[config.mk]
export PLATFORM = sky130hd
export DESIGN_NAME = core_ifetch
export DESIGN_NICKNAME = d
export VERILOG_FILES = /design/src/rtl/core_ifetch.sv
export SDC_FILE = /design/constraint.sdc
export NUM_CORES = 1
export LEC_CHECK = 0
export ABC_AREA = 0
export CELL_PAD_IN_SITES_DETAIL_PLACEMENT = 1
export CELL_PAD_IN_SITES_GLOBAL_PLACEMENT = 1
export CORE_MARGIN = 3
export CORE_UTILIZATION = 55
export DETAILED_ROUTE_END_ITERATION = 16
export DONT_BUFFER_PORTS = 1
export HOLD_SLACK_MARGIN = 0.02
export PLACE_DENSITY_LB_ADDON = 0.1
export SLEW_MARGIN = 20
export SYNTH_ARGS = -nofsm -noshare
export SYNTH_HDL_FRONTEND = slang
export SYNTH_SLANG_ARGS = --single-unit
[constraint.sdc]
create_clock -name clk_i -period 6.05 [get_ports clk_i]
set_clock_uncertainty 0.2 [all_clocks]
set_input_delay 0 -clock clk_i [delete_from_list [all_inputs] [get_ports clk_i]]
set_output_delay 0 -clock clk_i [all_outputs]
set_load 0.005 [all_outputs]
[src/rtl/core_ifetch.sv]
// Instruction fetch: issues the PC on the instruction bus, keeps in-order responses
// with their PCs in a small queue and hands them to decode over valid/ready.
module core_ifetch #(
    parameter int unsigned DATA_BUS_WIDTH = 32,
    parameter int unsigned FIFO_DEPTH     = 2
) (
    input  logic                      clk_i,
    input  logic                      rst_i,
    input  logic [DATA_BUS_WIDTH-1:0] pc_i,
    input  logic                      flush_i,
    output logic                      hold_flag_o,
    output logic                      ibus_req_o,
    output logic [DATA_BUS_WIDTH-1:0] ibus_addr_o,
    input  logic                      ibus_gnt_i,
    input  logic                      ibus_rvalid_i,
    input  logic [DATA_BUS_WIDTH-1:0] ibus_rdata_i,
    output logic                      inst_valid_o,
    output logic [DATA_BUS_WIDTH-1:0] inst_o,
    output logic [DATA_BUS_WIDTH-1:0] inst_pc_o,
    input  logic                      inst_ready_i
);

    localparam int unsigned PW = $clog2(FIFO_DEPTH);
    localparam int unsigned CW = $clog2(FIFO_DEPTH) + 1;

    logic [DATA_BUS_WIDTH-1:0] ent_pc   [FIFO_DEPTH];
    logic [DATA_BUS_WIDTH-1:0] ent_inst [FIFO_DEPTH];
    logic [FIFO_DEPTH-1:0]     ent_valid;
    logic [FIFO_DEPTH-1:0]     ent_filled;

    logic [PW-1:0] alloc_ptr;
    logic [PW-1:0] fill_ptr;
    logic [PW-1:0] head_ptr;
    logic [CW-1:0] count;
    logic [CW-1:0] discard_cnt;

    logic [CW:0]   in_use;
    logic          alloc;
    logic          pop;
    logic          fill_ok;
    logic          drop;
    logic [CW-1:0] unfilled;
    logic [CW-1:0] outstanding;
    logic [CW-1:0] flush_discard;

    // Outstanding requests (live or to-be-discarded) bound the request window.
    assign in_use      = (CW+1)'(count) + (CW+1)'(discard_cnt);
    assign ibus_req_o  = ~rst_i & ~flush_i & (in_use < (CW+1)'(FIFO_DEPTH));
    assign ibus_addr_o = pc_i;
    assign alloc       = ibus_req_o & ibus_gnt_i;
    assign hold_flag_o = ~alloc;

    assign inst_valid_o = ent_valid[head_ptr] & ent_filled[head_ptr];
    assign inst_o       = ent_inst[head_ptr];
    assign inst_pc_o    = ent_pc[head_ptr];
    assign pop          = inst_valid_o & inst_ready_i & ~flush_i;

    assign fill_ok = ibus_rvalid_i & (discard_cnt == '0)
                     & ent_valid[fill_ptr] & ~ent_filled[fill_ptr];
    assign drop    = ibus_rvalid_i & (discard_cnt != '0);

    // Responses still owed by the bus once the queue is thrown away.
    always_comb begin
        unfilled = '0;
        for (int i = 0; i < FIFO_DEPTH; i++) begin
            unfilled = unfilled + CW'(ent_valid[i] & ~ent_filled[i]);
        end
        outstanding   = discard_cnt + unfilled;
        flush_discard = outstanding;
        if (ibus_rvalid_i && (outstanding != '0)) begin
            flush_discard = outstanding - CW'(1);
        end
    end

    always_ff @(posedge clk_i or posedge rst_i) begin
        if (rst_i) begin
            for (int i = 0; i < FIFO_DEPTH; i++) begin
                ent_pc[i]   <= '0;
                ent_inst[i] <= '0;
            end
            ent_valid   <= '0;
            ent_filled  <= '0;
            alloc_ptr   <= '0;
            fill_ptr    <= '0;
            head_ptr    <= '0;
            count       <= '0;
            discard_cnt <= '0;
        end else if (flush_i) begin
            ent_valid   <= '0;
            ent_filled  <= '0;
            alloc_ptr   <= '0;
            fill_ptr    <= '0;
            head_ptr    <= '0;
            count       <= '0;
            discard_cnt <= flush_discard;
        end else begin
            // Alloc, fill and pop never target the same entry in one cycle.
            if (alloc) begin
                ent_pc[alloc_ptr]     <= pc_i;
                ent_valid[alloc_ptr]  <= 1'b1;
                ent_filled[alloc_ptr] <= 1'b0;
                alloc_ptr             <= alloc_ptr + PW'(1);
            end
            if (fill_ok) begin
                ent_inst[fill_ptr]   <= ibus_rdata_i;
                ent_filled[fill_ptr] <= 1'b1;
                fill_ptr             <= fill_ptr + PW'(1);
            end
            if (drop) begin
                discard_cnt <= discard_cnt - CW'(1);
            end
            if (pop) begin
                ent_valid[head_ptr]  <= 1'b0;
                ent_filled[head_ptr] <= 1'b0;
                head_ptr             <= head_ptr + PW'(1);
            end
            count <= count + CW'(alloc) - CW'(pop);
        end
    end

endmodule
==> run_results.csv <==
group,metric,value,unit
cts,clock-sinks,139,
logic_synthesis,ys_ff_latch,139,
worst_setup_path,cp-start-kind,"register",
power,total_power,0.00294,W
cts,cts-root-buf,"clkbuf_16",
layout,drive_gt1_frac,0.473,
place,port_buffers,0,
logic_synthesis,synth_compound_area_frac,0.00919,
logic_synthesis,synth_xor_area_frac,0.00670,
timing,hold_viol_final,0,
outcome,outcome,"finished clean",
timing,worst_slack,2.59,ns
logic_synthesis,synth-simple-area-share,0.0228,
layout,n_fill_cell,1036,
routing,num_vias,3642,
floorplanning,num_rows,39,
power,power_density,383,nW/µm²
grt,grt_first_pass_wirelength,23100,µm
logic_synthesis,yosys.area_share.adder,0.0138,
layout,diodes,0,
place,dp_hpwl,8060,µm
logic_synthesis,synth_top_family_by_area,"multiplexers",
timing,max_freq,289,MHz
worst_setup_path,crit_path_end_kind,"register",
cts,cts_hold_buf,72,
routing,antenna_left,0,
cts,post-cts-setup-buffers,0,
worst_setup_path,cp_top_family,"buffers and inverters",
worst_setup_path,criticalPathCategory,"reg2reg",
floorplanning,dieArea,13200,µm²
grt,grt_max_degree,87,
cts,cts_tree,"done",
worst_setup_path,cp_max_fo,50,
routing,drt-initial-drc-count,156,
logic_synthesis,syn_area_per_cell,14.7,µm²
worst_setup_path,worstPathArrival,3.53,ns
worst_setup_path,slowest_stage,"buf_4",
timing,slew_headroom,0.259,
worst_setup_path,required,6.12,ns
cts,clock_latency,0.41,ns
routing,routed_wl,14900,µm
cts,clk_pin_slew,0.05,ns
logic_synthesis,synth_edf_count,0,
logic_synthesis,synth_seq_area_share,0.532,
logic_synthesis,syn-cell-area,6530,µm²
floorplanning,start_util,0.567,
timing,finalSetupViolCount,0,
timing,fin_crit_sh,0.572,
job,max_cap_violations,0,
routing,routedWlPerCell,23.3,µm
power,leakagePower,3.75,nW
grt,grt_pass1_vias,4124,
timing,fin_setup_tns,0,ns
power,max-vdd-ir-drop,0.219,mV
floorplanning,core,11500,µm²
timing,worstMarginPinSlew,1.11,ns
worst_setup_path,cp_num_buf_inv,2,
logic_synthesis,yosys.area.top_type_share,0.532,
logic_synthesis,synthCells,444,
routing,via_per_inst,5.69,
logic_synthesis,synthFlopType,"dfrtp_1",
cts,h-tree-depth,4,
layout,mostFrequentLayoutCells,"165 x mux2_2, 138 x dfrtp_1, 71 x dlygate4sd3_1",
layout,final_common_cell,"mux2_2",
timing,fin_crit,3.46,ns
routing,drc,0,
cts,cts_resized,0,
logic_synthesis,yosysTopAreaCell,"dfrtp_1",
logic_synthesis,netlist_top_cells_area,"dfrtp_1 53%, mux2_2 28%, mux2_4 6.4%, buf_4 4.1%, ha_1 0.77%",
logic_synthesis,yosysWarnings,0,
cts,cts_inserted_buffers,17,
layout,final_nets,560,
place,place_ws,2.81,ns
floorplanning,io_pins,169,
logic_synthesis,synthDistinctLibCells,36,
logic_synthesis,syn_nets,520,
routing,first_pass_iters,4,
timing,fin_hold_ws,0.0740,ns
worst_setup_path,crit_chain,"buf_4, o31ai_1, and3b_1, ha_1, dlygate4sd3_1, xor2_1, xnor2_1, nor2_1",
layout,area_growth,17.6,%
timing,slew_viol_final,0,
worst_hold_path,hold_class,"in2reg",
floorplanning,die_h,115,µm
floorplanning,die_w,115,µm
place,gp_congestion,0.684,
place,place_area,6390,µm²
timing,rsz0062_at_grt,"no",
worst_setup_path,critPathMaxStageDelay,0.69,ns
layout,final_cell_area,7680,µm²
grt,antenna_found_initial,0,
grt,grt_usage,0.231,
cts,cts_buffer_depth,2,
logic_synthesis,async_flop_share,1.00,
grt,grt-ovfl-total,0,
logic_synthesis,muxShareOfSynthArea,0.353,
layout make-up:
type,instances,area [µm²],area share
clock buffers,25,515,0.0671
repair buffers,77,779,0.101
clock inverters,7,37.5,0.00489
multi-input cells,241,2660,0.346
well taps,143,179,0.0233
flip-flops and latches,139,3480,0.453
inverters,8,35.0,0.00456
power by group:
group          total, W  internal, W  leakage [nW]  switching [W]
sequential      0.00129      0.00116          1.85       0.000132
clock          0.000963     0.000585         0.279       0.000378
combinational  0.000687     0.000422          1.62       0.000266
total           0.00294      0.00217          3.75       0.000775
worst reg2reg max path: stages, from the launching register on:
cell	delay, ns
dfrtp_2	0.67
buf_4	0.70
o31ai_1	0.30
and3b_1	0.25
ha_1	0.19
dlygate4sd3_1	0.58
xor2_1	0.22
xnor2_1	0.15
nor2_1	0.06
sequential cells by signal, indices dropped and copies added, names as in the netlist:
register / cells
head_ptr: 1
count: 2
ent_inst: 64
alloc_ptr: 1
discard_cnt: 2
fill_ptr: 1
ent_valid: 2
ent_filled: 2
ent_pc: 64
stage by stage:
step                      instances  utilization
final                           640        0.667
after detailed placement        536        0.555
after global routing            640        0.667
after CTS                       640        0.667
after global placement          536        0.555
after floorplan                 444            -
final timing paths:
kind / start / endpoint / slack (ns) / cells past startpoint
worst max-delay path: head_ptr / count[1] / 2.59 / 8
worst min-delay path: flush_i / ent_filled[0] / 0.07 / 3
worst max register to register: head_ptr / count[1] / 2.59 / 8
worst min register to register: ent_pc[2] / ent_pc[2] / 0.30 / 1
max in group asynchronous: rst_i / head_ptr / 4.32 / 4
min in group asynchronous: rst_i / ent_pc[15] / 0.55 / 4
kinds of logic after synthesis:
| logic type | after synthesis |
|---|---|
| adder cells (fa/ha/maj) | 6 |
| flip-flops | 139 |
| AND/OR/NAND/NOR | 25 |
| AO/OA/AOI/OAI | 9 |
| XOR/XNOR | 5 |
| buffers and inverters | 64 |
| multiplexers | 196 |
Yosys cell counts, types with 3 or more instances:
cell type and n:
dfrtp_1 139, xnor2_1 3, buf_6 3, buf_4 36, mux2i_1 3, nor3_1 3, buf_2 5, nor2_1 4
mux2_2 165, nand2b_1 4, inv_1 8, clkbuf_1 4, mux2_4 28, buf_1 8, ha_1 4
metal layers:
layer / track usage / share of wire / wire (µm) / vias to the layer above
met2: 0.405 / 0.52 / 7830 / 118
met1: 0.263 / 0.39 / 5880 / 1901
met4: 0.0782 / 0.012 / 184 / 0
met3: 0.0805 / 0.069 / 1030 / 15
met5: 0 / 0 / 0 / -
li1: - / - / - / 1608
(Power assumes the default switching activity.)
